--- src/rtl/hazardctrl_if.sv ---
// Signal bundle between the pipeline datapath and the hazard controller.
// The datapath side uses master; the controller uses slave.
interface hazardctrl_if #(
  parameter int CNT_W = 16
);
  logic             idexmemrd;
  logic [4:0]       idexregmuxout;
  logic [4:0]       ifidrs;
  logic [4:0]       ifidrt;
  logic             ifiduseRs;
  logic             ifiduseRt;
  logic             ifidmdop;
  logic             ifidmfhilo;
  logic             exbrtaken;
  logic             pcwr;
  logic             ifidwr;
  logic             ifidflush;
  logic             idexflush;
  logic             mdstart;
  logic             mdbusy;
  logic             mddone;
  logic [CNT_W-1:0] stallcnt;

  modport master (
    output idexmemrd, idexregmuxout, ifidrs, ifidrt, ifiduseRs, ifiduseRt,
           ifidmdop, ifidmfhilo, exbrtaken,
    input  pcwr, ifidwr, ifidflush, idexflush, mdstart, mdbusy, mddone, stallcnt
  );

  modport slave (
    input  idexmemrd, idexregmuxout, ifidrs, ifidrt, ifiduseRs, ifiduseRt,
           ifidmdop, ifidmfhilo, exbrtaken,
    output pcwr, ifidwr, ifidflush, idexflush, mdstart, mdbusy, mddone, stallcnt
  );
endinterface

--- src/rtl/hazardctrl.sv ---
// Pipeline hazard controller: load-use bubbles, mult/div interlock with busy
// timer, taken-branch flushes, and a saturating stall-cycle counter.
module hazardctrl #(
  parameter int MD_LAT = 32,
  parameter int CNT_W  = 16
) (
  input  logic       clk,
  input  logic       rst,
  hazardctrl_if.slave hz
);
  typedef enum logic {IDLE, MD_BUSY} state_t;

  localparam logic [7:0] MD_LAT_M1 = 8'(MD_LAT - 1);

  state_t           state_q, state_d;
  logic [7:0]       mdcnt_q, mdcnt_d;
  logic [CNT_W-1:0] stallcnt_q, stallcnt_d;

  logic luhaz, mdhaz, stall, mdstart;

  assign luhaz = hz.idexmemrd && (hz.idexregmuxout != 5'd0) &&
                 ((hz.ifiduseRs && (hz.idexregmuxout == hz.ifidrs)) ||
                  (hz.ifiduseRt && (hz.idexregmuxout == hz.ifidrt)));
  assign mdhaz = (state_q == MD_BUSY) && (hz.ifidmfhilo || hz.ifidmdop);
  assign stall = (luhaz || mdhaz) && !hz.exbrtaken;

  always_ff @(posedge clk) begin
    if (rst) begin
      state_q    <= IDLE;
      mdcnt_q    <= 8'd0;
      stallcnt_q <= '0;
    end else begin
      state_q    <= state_d;
      mdcnt_q    <= mdcnt_d;
      stallcnt_q <= stallcnt_d;
    end
  end

  always_comb begin
    state_d    = state_q;
    mdcnt_d    = mdcnt_q;
    stallcnt_d = stallcnt_q;
    case (state_q)
      IDLE: begin
        if (mdstart) begin
          state_d = MD_BUSY;
          mdcnt_d = MD_LAT_M1;
        end
      end
      MD_BUSY: begin
        if (mdcnt_q == 8'd0) state_d = IDLE;
        else                 mdcnt_d = mdcnt_q - 8'd1;
      end
      default: state_d = IDLE;
    endcase
    // Saturate rather than wrap so long stalls never read as short ones.
    if (stall && (stallcnt_q != {CNT_W{1'b1}}))
      stallcnt_d = stallcnt_q + 1'b1;
  end

  always_comb begin
    hz.pcwr      = 1'b1;
    hz.ifidwr    = 1'b1;
    hz.ifidflush = 1'b0;
    hz.idexflush = 1'b0;
    mdstart      = 1'b0;
    hz.mdbusy    = 1'b0;
    hz.mddone    = 1'b0;
    if (rst) begin
      hz.pcwr      = 1'b0;
      hz.ifidwr    = 1'b0;
      hz.ifidflush = 1'b1;
      hz.idexflush = 1'b1;
    end else begin
      // Wrong-path ID instruction: flushing beats any stall.
      if (hz.exbrtaken) begin
        hz.ifidflush = 1'b1;
        hz.idexflush = 1'b1;
      end else if (stall) begin
        hz.pcwr      = 1'b0;
        hz.ifidwr    = 1'b0;
        hz.idexflush = 1'b1;
      end
      mdstart   = (state_q == IDLE) && hz.ifidmdop && !luhaz && !hz.exbrtaken;
      hz.mdbusy = (state_q == MD_BUSY);
      hz.mddone = (state_q == MD_BUSY) && (mdcnt_q == 8'd0);
    end
  end

  assign hz.mdstart  = mdstart;
  assign hz.stallcnt = stallcnt_q;
endmodule

--- src/flat_wrapper.sv ---
// flat-port wrapper written by rule: the top's interface ports become plain ports
module hazardctrl_flat 
#(
  parameter int MD_LAT = 32,
  parameter int CNT_W  = 16
)
  (clk, rst, hz_idexmemrd, hz_idexregmuxout, hz_ifidrs, hz_ifidrt, hz_ifiduseRs, hz_ifiduseRt, hz_ifidmdop, hz_ifidmfhilo, hz_exbrtaken, hz_pcwr, hz_ifidwr, hz_ifidflush, hz_idexflush, hz_mdstart, hz_mdbusy, hz_mddone, hz_stallcnt);
  hazardctrl_if #(.CNT_W(CNT_W)) hz_i ();
  input  logic clk;
  input  logic rst;
  input wire logic [$bits(hz_i.idexmemrd)-1:0] hz_idexmemrd;
  input wire logic [$bits(hz_i.idexregmuxout)-1:0] hz_idexregmuxout;
  input wire logic [$bits(hz_i.ifidrs)-1:0] hz_ifidrs;
  input wire logic [$bits(hz_i.ifidrt)-1:0] hz_ifidrt;
  input wire logic [$bits(hz_i.ifiduseRs)-1:0] hz_ifiduseRs;
  input wire logic [$bits(hz_i.ifiduseRt)-1:0] hz_ifiduseRt;
  input wire logic [$bits(hz_i.ifidmdop)-1:0] hz_ifidmdop;
  input wire logic [$bits(hz_i.ifidmfhilo)-1:0] hz_ifidmfhilo;
  input wire logic [$bits(hz_i.exbrtaken)-1:0] hz_exbrtaken;
  output wire logic [$bits(hz_i.pcwr)-1:0] hz_pcwr;
  output wire logic [$bits(hz_i.ifidwr)-1:0] hz_ifidwr;
  output wire logic [$bits(hz_i.ifidflush)-1:0] hz_ifidflush;
  output wire logic [$bits(hz_i.idexflush)-1:0] hz_idexflush;
  output wire logic [$bits(hz_i.mdstart)-1:0] hz_mdstart;
  output wire logic [$bits(hz_i.mdbusy)-1:0] hz_mdbusy;
  output wire logic [$bits(hz_i.mddone)-1:0] hz_mddone;
  output wire logic [$bits(hz_i.stallcnt)-1:0] hz_stallcnt;
  assign hz_i.idexmemrd = hz_idexmemrd;
  assign hz_i.idexregmuxout = hz_idexregmuxout;
  assign hz_i.ifidrs = hz_ifidrs;
  assign hz_i.ifidrt = hz_ifidrt;
  assign hz_i.ifiduseRs = hz_ifiduseRs;
  assign hz_i.ifiduseRt = hz_ifiduseRt;
  assign hz_i.ifidmdop = hz_ifidmdop;
  assign hz_i.ifidmfhilo = hz_ifidmfhilo;
  assign hz_i.exbrtaken = hz_exbrtaken;
  assign hz_pcwr = hz_i.pcwr;
  assign hz_ifidwr = hz_i.ifidwr;
  assign hz_ifidflush = hz_i.ifidflush;
  assign hz_idexflush = hz_i.idexflush;
  assign hz_mdstart = hz_i.mdstart;
  assign hz_mdbusy = hz_i.mdbusy;
  assign hz_mddone = hz_i.mddone;
  assign hz_stallcnt = hz_i.stallcnt;
  hazardctrl #(.MD_LAT(MD_LAT), .CNT_W(CNT_W)) u_core (.clk(clk), .rst(rst), .hz(hz_i));
endmodule
--- config.mk ---
export PLATFORM = sky130hd
export DESIGN_NAME = hazardctrl_flat
export DESIGN_NICKNAME = d
export VERILOG_FILES = /design/src/rtl/hazardctrl_if.sv /design/src/rtl/hazardctrl.sv /design/src/flat_wrapper.sv
export SDC_FILE = /design/constraint.sdc
export NUM_CORES = 1
export LEC_CHECK = 0
export CORE_ASPECT_RATIO = 0.9
export CORE_MARGIN = 2
export CORE_UTILIZATION = 47
export DETAILED_ROUTE_END_ITERATION = 10
export MAX_ROUTING_LAYER = met4
export PLACE_DENSITY = 0.86
export SLEW_MARGIN = 20
export SYNTH_ARGS = -nofsm -noshare
export SYNTH_HDL_FRONTEND = slang
export SYNTH_SLANG_ARGS = --single-unit
--- constraint.sdc ---
create_clock -name clk -period 2.3 [get_ports clk]
set_clock_uncertainty 0.1 [all_clocks]
set_input_delay 0.23 -clock clk [delete_from_list [all_inputs] [get_ports clk]]
set_output_delay 0.23 -clock clk [all_outputs]
set_load 0.01 [all_outputs]
==> results_tabular.tex, run 1 <==
\begin{tabular}{lr}
\hline
Metric & Value \\
\hline
\multicolumn{2}{l}{\textbf{Run status}} \\
Outcome & completed \\
\multicolumn{2}{l}{\textbf{CTS}} \\
Root buf cell & sky130\_fd\_sc\_hd\_\_clkbuf\_4 \\
TritonCTS clock tree & yes \\
CTS Hold Buffers Added & 0 \\
Number of levels the H-tree was split into & 1 \\
Clock Latency Late Sink & 0.32 ns \\
Number of clock sinks & 25 \\
CTS Buffer Depth & 2 \\
Cts bufs inserted & 3 \\
CTS clock-pin slew for the worst setup and hold paths & 0.13 ns \\
\multicolumn{2}{l}{\textbf{Placed design}} \\
Final GP Congestion & 0.929 \\
Port Buffer Count & 45 \\
Cell total after placement & 285 \\
Post-Place Cell Area & 2130 sq um \\
Final HPWL from detailed placement & 3050 microns \\
\multicolumn{2}{l}{\textbf{Logic synthesis}} \\
Post-synthesis sequential area ratio & 0.329 \\
Portion of synthesized cell area occupied by the leading cell type & 0.329 \\
Number of different library cells in the post-synthesis netlist & 48 \\
Most numerous cell in the Yosys netlist & sky130\_fd\_sc\_hd\_\_dfxtp\_1 \\
Prevailing post-synth register cell & sky130\_fd\_sc\_hd\_\_dfxtp\_1 \\
Yosys warns & 0 \\
Synth async-reset ratio & 0 \\
Leading cell types by count after synthesis & sky130\_fd\_sc\_hd\_\_dfxtp\_1, sky130\_fd\_sc\_hd\_\_nor2\_1, sky130\_fd\_sc\_hd\_\_a21oi\_1 \\
Cell accounting for the most synthesized area & sky130\_fd\_sc\_hd\_\_dfxtp\_1 \\
Number of instances in the synthesized netlist & 184 \\
Total nets after synthesis & 209 \\
Number of flops mapped to enable cells by yosys & 0 \\
Post-synth design cell area & 1520 sq um \\
Mean area per synthesized cell & 8.26 sq um \\
Area contributors post-synth & sky130\_fd\_sc\_hd\_\_dfxtp\_1, sky130\_fd\_sc\_hd\_\_xnor2\_1, sky130\_fd\_sc\_hd\_\_a21oi\_1 \\
Number of synthesized register bits & 25 \\
\multicolumn{2}{l}{\textbf{Global route}} \\
Via count of the first global-routing pass & 1502 \\
Wire length of the first global-routing pass & 6710 microns \\
Remaining Overflow, GRT & 0 \\
GRT Util Overall & 0.233 \\
Initial antenna violation count & 0 \\
Pin count of the biggest net entering global routing & 19 \\
\multicolumn{2}{l}{\textbf{Layout}} \\
Final instance count without filler cells & 291 \\
End-of-flow core utilization & 0.731 \\
Fraction of final layout cells sized beyond drive strength 1 & 0.197 \\
Synth-to-Final Area Change & 47.6\% \\
Final non-filler cell area & 2240 sq um \\
Antenna Cells & 0 \\
Number of nets in the layout & 275 \\
\multicolumn{2}{l}{\textbf{Floorplanning}} \\
Core area & 3070 sq um \\
Number of rows created at floorplan & 19 \\
Die ar. & 3700 sq um \\
Die boundary width & 63.9 microns \\
Initial cell density of the core & 0.495 \\
Ports & 46 \\
Height of the chip & 57.9 microns \\
\multicolumn{2}{l}{\textbf{Worst setup path}} \\
Required @ worst endpoint & 1.97 ns \\
Startpoint types & register \\
Crit path capture type & output pin \\
Critical path data arrival time & 1.88 ns \\
Setup CP Type & register to output pin \\
CP max FO & 5 \\
\multicolumn{2}{l}{\textbf{Min path}} \\
Path class of the lowest-slack min-delay path & register to register \\
\multicolumn{2}{l}{\textbf{Timing}} \\
Final setup vio count & 0 \\
Final count of pins violating max slew & 0 \\
Final critical-path required period & 2.21 ns \\
Final critical-path share of the clock period & 0.962 \\
Max Fclk & 0.452 GHz \\
RSZ-0062 raised after global routing & false \\
Slew Limit Headroom & 0.648 \\
Slew of the pin with the lowest slew margin & 0.521 ns \\
Final Hold Vio Count & 0 \\
\multicolumn{2}{l}{\textbf{Route}} \\
Average vias per placed instance & 5.48 \\
Remaining antenna violation count after routing & 0 \\
Detailed-route DRC error count & 0 \\
Vias & 1596 \\
Total Routed Length & 4100 microns \\
Routed wire per std cell & 14.1 microns \\
First drt pass iteration count & 4 \\
Initial drt markers & 151 \\
\multicolumn{2}{l}{\textbf{Power and ir drop}} \\
Leakage component of the power & 0.844 nW \\
Maximum vdd ir drop & 274 uV \\
Total power per unit cell area & 400 nW/um\^{}2 \\
\multicolumn{2}{l}{\textbf{Flow run}} \\
Max-Cap Viols & 0 \\
\hline
\end{tabular}
[worst max-delay path: stages (launching register included)]
cell                              delay, ns
sky130_fd_sc_hd__dfxtp_2               0.37
sky130_fd_sc_hd__inv_1                 0.07
sky130_fd_sc_hd__ha_1                  0.17
sky130_fd_sc_hd__nor3b_4               0.22
sky130_fd_sc_hd__and4_1                0.21
sky130_fd_sc_hd__clkdlybuf4s50_1       0.53
[per-layer routing]
metal	share of wire	up-vias	wire length, microns	track usage
met5	0	-	0	-
met4	0.0078	0	32	0.0807
met3	0.077	4	314	0.0311
met2	0.50	76	2050	0.390
met1	0.42	717	1700	0.291
li1	-	799	-	-
[path summary, 6_finish.rpt]
path,start,end,slack (ns),cells past startpoint
max,u_core.mdcnt_q[0],hz_mddone,0.09,5
min,u_core.hz.stallcnt[15],u_core.hz.stallcnt[15],0.40,2
max reg2reg,u_core.hz.stallcnt[0],u_core.hz.stallcnt[8],0.14,8
min reg2reg,u_core.hz.stallcnt[15],u_core.hz.stallcnt[15],0.40,2
[through the flow]
| stage | setup slack, ns | total power [mW] | TNS, ns | hold slack [ns] |
|---|---|---|---|---|
| 2_1_floorplan | 0.0983 | 0.580 | 0 | 0.374 |
| 3_3_place_gp | -0.312 | 0.674 | -2.02 | 0.385 |
| 3_5_place_dp | -0.386 | 0.681 | -3.40 | 0.387 |
| 4_1_cts | 0.00148 | 0.879 | 0 | 0.404 |
| 5_1_grt | 0.00140 | 0.945 | 0 | 0.419 |
| 6_report | 0.0875 | 0.898 | 0 | 0.403 |
[logic make-up (layout without fill, tap and decap cells)]
group	Yosys count	after routing	share of synthesized area
adder cells (fa/ha/maj)	2	2	0.0165
XOR/XNOR	17	17	0.0980
flip-flops	25	25	0.329
buffers and inverters	16	81	0.0494
AND/OR/NAND/NOR	77	77	0.270
AO/OA/AOI/OAI	42	42	0.193
multiplexers	5	5	0.0437
[state kept, by name, indices dropped and copies added (netlist names)]
register	flops
u_core.hz.stallcnt	16
u_core.state_q	1
u_core.mdcnt_q	8
[cell type report]
class,instances,area [sq um]
clock buffer,3,22.5
clock inverter,1,5.00
fill,224,825
inverter,10,37.5
multi-input combinational,143,996
sequential,25,502
tap,42,52.6
timing repair buffer,67,627
[cell usage in the layout, fill, tap and decap left out, types with 6 or more instances in the layout]
cell type and instances:
sky130_fd_sc_hd__nor3_1 7, sky130_fd_sc_hd__buf_4 21, sky130_fd_sc_hd__dfxtp_1 24, sky130_fd_sc_hd__nor2_1 18, sky130_fd_sc_hd__inv_1 10, sky130_fd_sc_hd__o21ai_0 6
sky130_fd_sc_hd__xor2_1 6, sky130_fd_sc_hd__or3_1 6, sky130_fd_sc_hd__nand2_1 12, sky130_fd_sc_hd__nand3_1 9, sky130_fd_sc_hd__clkdlybuf4s50_1 37, sky130_fd_sc_hd__a21oi_1 14
sky130_fd_sc_hd__xnor2_1 9
[power breakdown]
group	total [mW]	switching [mW]	internal, mW
clock	0.202	0.137	0.0650
combinational	0.231	0.104	0.127
sequential	0.465	0.0170	0.448
[what timing repair did]
| item | CTS | global route |
|---|---|---|
| gates resized for setup | 10 | 16 |
| pin swaps | 3 | 6 |
| buffers inserted | 1 | 1 |
| endpoints found under the setup margin | 5 | 19 |
Power figures use the tool's default switching activity.
==> run 2: changes to the inputs <==
- CAP_MARGIN: unset -> 10
- SLEW_MARGIN: 20 -> 15
==> results of run 2 <==
No change in the layout: final DEF, timing and power equal those of run 1.
==> run 3: changes to the inputs <==
- CORE_UTILIZATION: 47 -> 42
- MAX_ROUTING_LAYER: met4 -> unset
- PLACE_DENSITY: 0.86 -> 0.82
- clock period: 2.3 -> 1.9 ns (I/O delays scaled with it)
==> run 3 against run 2 <==
Setup slack worse by 0.14 ns. Register-to-register slack worse by 0.19 ns. Non-clock buffer count is 29 higher. Global-route usage is 1.3 points lower. Combinational power is 42% higher. Total power is 36% higher. Largest power group unchanged. Sequential share of layout area is 2.5 points lower. Hold slack worse by 0.0056 ns. The flow now finishes with violations (negative setup slack). Via count is 9.3% higher. Final area is 14% higher. First-iteration DRC count is 29% lower. Flip-flop and latch count stayed put.
==> results_tabular.tex, run 3 (synthesized netlist as in run 1, its figures left out) <==
\begin{tabular}{lr}
\hline
Metric & Value \\
\hline
\multicolumn{2}{l}{\textbf{CTS}} \\
Number of clock sinks & 25 (unchanged) \\
Clock Latency Late Sink & 0.28 ns (-0.04 ns) \\
CTS clock-pin slew for the worst setup and hold paths & 0.10 ns (-0.03 ns) \\
Cts bufs inserted & 3 (unchanged) \\
CTS Buffer Depth & 2 (unchanged) \\
Root buf cell & sky130\_fd\_sc\_hd\_\_clkbuf\_8 \\
TritonCTS clock tree & yes \\
Number of levels the H-tree was split into & 1 (unchanged) \\
CTS Hold Buffers Added & 0 (unchanged) \\
\multicolumn{2}{l}{\textbf{Global route}} \\
Remaining Overflow, GRT & 0 (unchanged) \\
Via count of the first global-routing pass & 1627 (+8.3\%) \\
Initial antenna violation count & 0 (unchanged) \\
Wire length of the first global-routing pass & 6910 microns (+3.1\%) \\
Pin count of the biggest net entering global routing & 31 (+12) \\
GRT Util Overall & 0.220 (-0.0131) \\
\multicolumn{2}{l}{\textbf{Layout}} \\
Commonest cells after routing, fill and taps aside & sky130\_fd\_sc\_hd\_\_buf\_4, sky130\_fd\_sc\_hd\_\_clkdlybuf4s50\_1, sky130\_fd\_sc\_hd\_\_dfxtp\_1, sky130\_fd\_sc\_hd\_\_nor2\_1, sky130\_fd\_sc\_hd\_\_a21oi\_1 \\
Filler Cells Inserted & 262 (+17\%) \\
Final instance count without filler cells & 322 (+11\%) \\
Number of nets in the layout & 304 (+11\%) \\
Most common cell after layout, fill and taps aside & sky130\_fd\_sc\_hd\_\_buf\_4 \\
End-of-flow core utilization & 0.747 (+0.0160) \\
Fraction of final layout cells sized beyond drive strength 1 & 0.356 (+0.159) \\
Max reg flops & 16 (unchanged) \\
Antenna Cells & 0 (unchanged) \\
Synth-to-Final Area Change & 68.6\% \\
\multicolumn{2}{l}{\textbf{Floorplanning}} \\
Die ar. & 4110 sq um (+11\%) \\
Core area & 3430 sq um (+12\%) \\
Initial cell density of the core & 0.443 (-0.0522) \\
Ports & 46 (unchanged) \\
Height of the chip & 61.1 microns (+5.4\%) \\
Number of rows created at floorplan & 20 (+1) \\
Die boundary width & 67.4 microns (+5.4\%) \\
\multicolumn{2}{l}{\textbf{Route}} \\
Vias & 1745 (+9.3\%) \\
Detailed-route DRC error count & 0 (unchanged) \\
Routed wire per std cell & 14.3 microns (+1.4\%) \\
Initial drt markers & 107 (-29\%) \\
Average vias per placed instance & 5.42 (-1.2\%) \\
Remaining antenna violation count after routing & 0 (unchanged) \\
Total Routed Length & 4600 microns (+12\%) \\
First drt pass iteration count & 4 (unchanged) \\
\multicolumn{2}{l}{\textbf{Timing}} \\
Final count of pins violating max slew & 0 (unchanged) \\
RSZ-0062 raised after global routing & true \\
Final critical-path share of the clock period & 1.03 \\
Slew of the pin with the lowest slew margin & 0.422 ns (-0.0987 ns) \\
Slew Limit Headroom & 0.716 (+0.0681) \\
Setup slack after layout & -0.0514 ns (-0.139 ns) \\
Final Hold Vio Count & 0 (unchanged) \\
Final critical-path required period & 1.95 ns \\
Max Fclk & 0.512 GHz \\
Final setup vio count & 2 (+2) \\
\multicolumn{2}{l}{\textbf{Worst setup path}} \\
Crit path capture type & register \\
Required @ worst endpoint & 1.98 ns (about the same) \\
Setup CP Type & register to register \\
Beginning of the worst register-to-register path & u\_core.hz.stallcnt[8] \\
Critical R2R Capture & u\_core.hz.stallcnt[8] \\
Startpoint types & register \\
CP max FO & 5 (unchanged) \\
Critical path data arrival time & 2.03 ns (+0.15 ns) \\
Worst reg-to-reg setup slack & -0.05 ns (-0.19 ns) \\
Number of cells traversed by the worst register-to-register path & 7 (-1) \\
\multicolumn{2}{l}{\textbf{Run status}} \\
Outcome & finished, violations left \\
Failing checks & negative setup slack \\
\multicolumn{2}{l}{\textbf{Min path}} \\
Count of cells along the worst hold path & 2 (unchanged) \\
Path class of the lowest-slack min-delay path & register to register \\
Worst Hold Endpoint & u\_core.mdcnt\_q[0] \\
Worst min-delay path startpoint & u\_core.mdcnt\_q[0] \\
\multicolumn{2}{l}{\textbf{Placed design}} \\
Worst slack, placed & -0.603 ns (-0.217 ns) \\
Final HPWL from detailed placement & 3140 microns (+2.9\%) \\
Port Buffer Count & 45 (unchanged) \\
Cell total after placement & 309 (+8.4\%) \\
Final GP Congestion & 0.857 (-7.7\%) \\
\multicolumn{2}{l}{\textbf{Power and ir drop}} \\
Maximum vdd ir drop & 303 uV (+11\%) \\
Leakage component of the power & 1.09 nW (+29\%) \\
Total power per unit cell area & 478 nW/um\^{}2 (+19\%) \\
\multicolumn{2}{l}{\textbf{Flow run}} \\
Max-Cap Viols & 0 (unchanged) \\
\hline
\end{tabular}
==> run 3: power by group <==
group / switching, mW / total [mW] / internal, mW
logic: 0.148 / 0.327 / 0.178
clock network: 0.188 / 0.337 / 0.149
registers: 0.0171 / 0.560 / 0.543
==> run 3: timing repair <==
action | CTS | global route
setup buffers | 5 | 3
resized for setup | 42 | 31
pin swaps | 11 | 19
endpoints found under the setup margin | 26 | 26
cloned | 0 | 1
==> run 3: area by class of cell <==
cell class	count	area, sq um	area share
Inverter	10	37.5	0.0147
Clock inverter	1	7.51	0.00293
Multi-Input combinational cell	143	1050	0.410
Timing Repair Buffer	96	861	0.336
Clock buffer	3	41.3	0.0161
Sequential cell	25	509	0.199
Tap cell	44	55.1	0.0215
==> run 3: how the worst max path moves through the flow <==
stage	startpoint	endpoint	slack (ns)	cells after the start
after detailed placement	hz_idexregmuxout[0]	hz_ifidwr	-0.60	7
after floorplan	hz_idexregmuxout[0]	hz_pcwr	0.007	7
after global routing	u_core.hz.stallcnt[6]	u_core.hz.stallcnt[8]	-0.13	7
final	u_core.hz.stallcnt[8]	u_core.hz.stallcnt[8]	-0.05	7
after global placement	hz_idexregmuxout[0]	hz_pcwr	-0.58	7
after CTS	hz_idexregmuxout[3]	hz_ifidwr	-0.02	7
==> run 3: routing by layer <==
| metal | track usage | vias up | part of all wire |
|---|---|---|---|
| met5 | 0 | - | 0 |
| met4 | 0.0554 | 0 | 0.0072 |
| li1 | - | 854 | - |
| met3 | 0.0622 | 7 | 0.063 |
| met1 | 0.268 | 810 | 0.41 |
| met2 | 0.388 | 74 | 0.52 |
==> run 3: through the flow <==
stage | power [mW] | hold slack [ns] | setup TNS [ns] | cell area, sq um
after floorplan | 0.704 | 0.334 | 0 | 1540
after global placement | 0.845 | 0.365 | -10.76 | 2340
after detailed placement | 0.853 | 0.370 | -11.23 | 2340
after CTS | 1.19 | 0.385 | -0.0518 | 2460
after global routing | 1.28 | 0.411 | -0.966 | 2560
final | 1.22 | 0.398 | -0.0593 | 2560
==> run 3: worst max-delay path, stage by stage, from the launching register on <==
cell	delay, ns
sky130_fd_sc_hd__dfxtp_1	0.34
sky130_fd_sc_hd__nand4_1	0.20
sky130_fd_sc_hd__nor4_4	0.36
sky130_fd_sc_hd__a211oi_2	0.12
sky130_fd_sc_hd__a21oi_2	0.18
sky130_fd_sc_hd__buf_6	0.17
sky130_fd_sc_hd__nor2_1	0.08
sky130_fd_sc_hd__mux2_4	0.29
==> RTL change (config.mk and constraints of run 3) <==
`CNT_W` is set to 16 in 3 places; all go to 32.
--- a/src/rtl/hazardctrl_if.sv
+++ b/src/rtl/hazardctrl_if.sv
@@ -3,3 +3,3 @@
 interface hazardctrl_if #(
-  parameter int CNT_W = 16
+  parameter int CNT_W = 32
 );
--- a/src/rtl/hazardctrl.sv
+++ b/src/rtl/hazardctrl.sv
@@ -4,3 +4,3 @@
   parameter int MD_LAT = 32,
-  parameter int CNT_W  = 16
+  parameter int CNT_W  = 32
 ) (
--- a/src/flat_wrapper.sv
+++ b/src/flat_wrapper.sv
@@ -4,3 +4,3 @@
   parameter int MD_LAT = 32,
-  parameter int CNT_W  = 16
+  parameter int CNT_W  = 32
 )
Interface: changed (resized hz_stallcnt); port bits go from 46 to 62. The function was not compared with the original's and may differ.
==> RTL change against run 3 <==
The run still ends with setup timing left; clock power is 78% higher; combinational power up 4%; worst setup slack lost 0.11 ns; power up 48%; fmax shrank 5.5%; area after synthesis grew 49%; routed wire length grew 79%; design area grew 55%; sequential cell count increased by 16; critical endpoint is now u_core.hz.stallcnt[20]; largest cell class unchanged.
==> RTL change: results (changes against run 3) <==
| Metric | Value |
|---|---|
| Status | complete, but fails checks (unchanged) |
| Failing checks | setup timing (unchanged) |
| Nets | 436 (was 304) |
| Final setup viols | 32 (was 2) |
| CP Capture Point | u_core.hz.stallcnt[20] (was u_core.hz.stallcnt[8]) |
| Inverters, non-clock | 11 (was 10) |
| GRT met3 Usage | 0.0528 (was 0.0622) |
| Non-clock buffers | 145 (was 96) |
| Multi-input gates | 207 (was 143) |
| Sw Pwr | 0.473 mW (was 0.353 mW) |
| Number of flip-flops in the largest register | 32 (was 16) |
| Number of global-route vias before repair | 2652 (was 1627) |
| Worst r2r path cells | 8 (was 7) |
| XOR/XNOR share of the synthesized area | 0.0737 (was 0.0980) |
| Die area | 5980 um^2 (was 4110 um^2) |
| Post-synthesis cell type count | 49 (was 48) |
| FF+latch count, synth | 41 (was 25) |
| Worst vdd ir | 0.300 mV (was 0.303 mV) |
| Leakage Power | 1.48 nW (was 1.09 nW) |
| Non-clock buffer share | 0.314 (was 0.336) |
| GR Util met2 | 0.477 (was 0.388) |
| Switching Fraction | 0.260 (was 0.289) |
| Setup WS post-layout | -0.165 ns (was -0.0514 ns) |
| Clk_lat worst skew | 0.30 ns (was 0.28 ns) |
| Synth top area cells | dfxtp_1 (36%), xnor2_1 (6.2%), a21oi_1 (5.8%), or3_1 (3.9%), nand4_1 (3.6%) (was dfxtp_1 (33%), xnor2_1 (6.3%), a21oi_1 (4.6%), nor2_1 (4.4%), xor2_1 (3.5%)) |
-- RTL change: changes by cell type after synthesis, moves of 4 or more --
cell and delta:
o21ai_0 +10, or3_1 +8, a21oi_1 +12, nand2_1 +6, buf_2 +4, or4_1 +4, o31ai_1 +5, dfxtp_1 +16
nand4_1 +9, xnor2_1 +5
-- RTL change: worst max-delay path, cell delays in order (launching register included) --
cell	delay, ns
dfxtp_2	0.33
and4_4	0.19
and2_4	0.16
nand4_1	0.10
buf_6	0.14
nand4_1	0.12
buf_6	0.18
or4_1	0.48
a21oi_1	0.19
-- RTL change: layer usage --
layer / wire (um) / vias to the layer above
met2: 4220 / 121
met1: 3230 / 1330
met4: 316 / 0
met3: 487 / 40
met5: 0 / -
li1: - / 1288
-- RTL change: stage by stage --
step / hold slack (ns) / cells / TNS, ns
finish: 0.420 / 479 / -2.24
global route: 0.452 / 479 / -5.40
CTS: 0.412 / 473 / -0.318
detailed placement: 0.401 / 455 / -21.83
global placement: 0.390 / 455 / -18.13
floorplan: 0.331 / 270 / -0.255
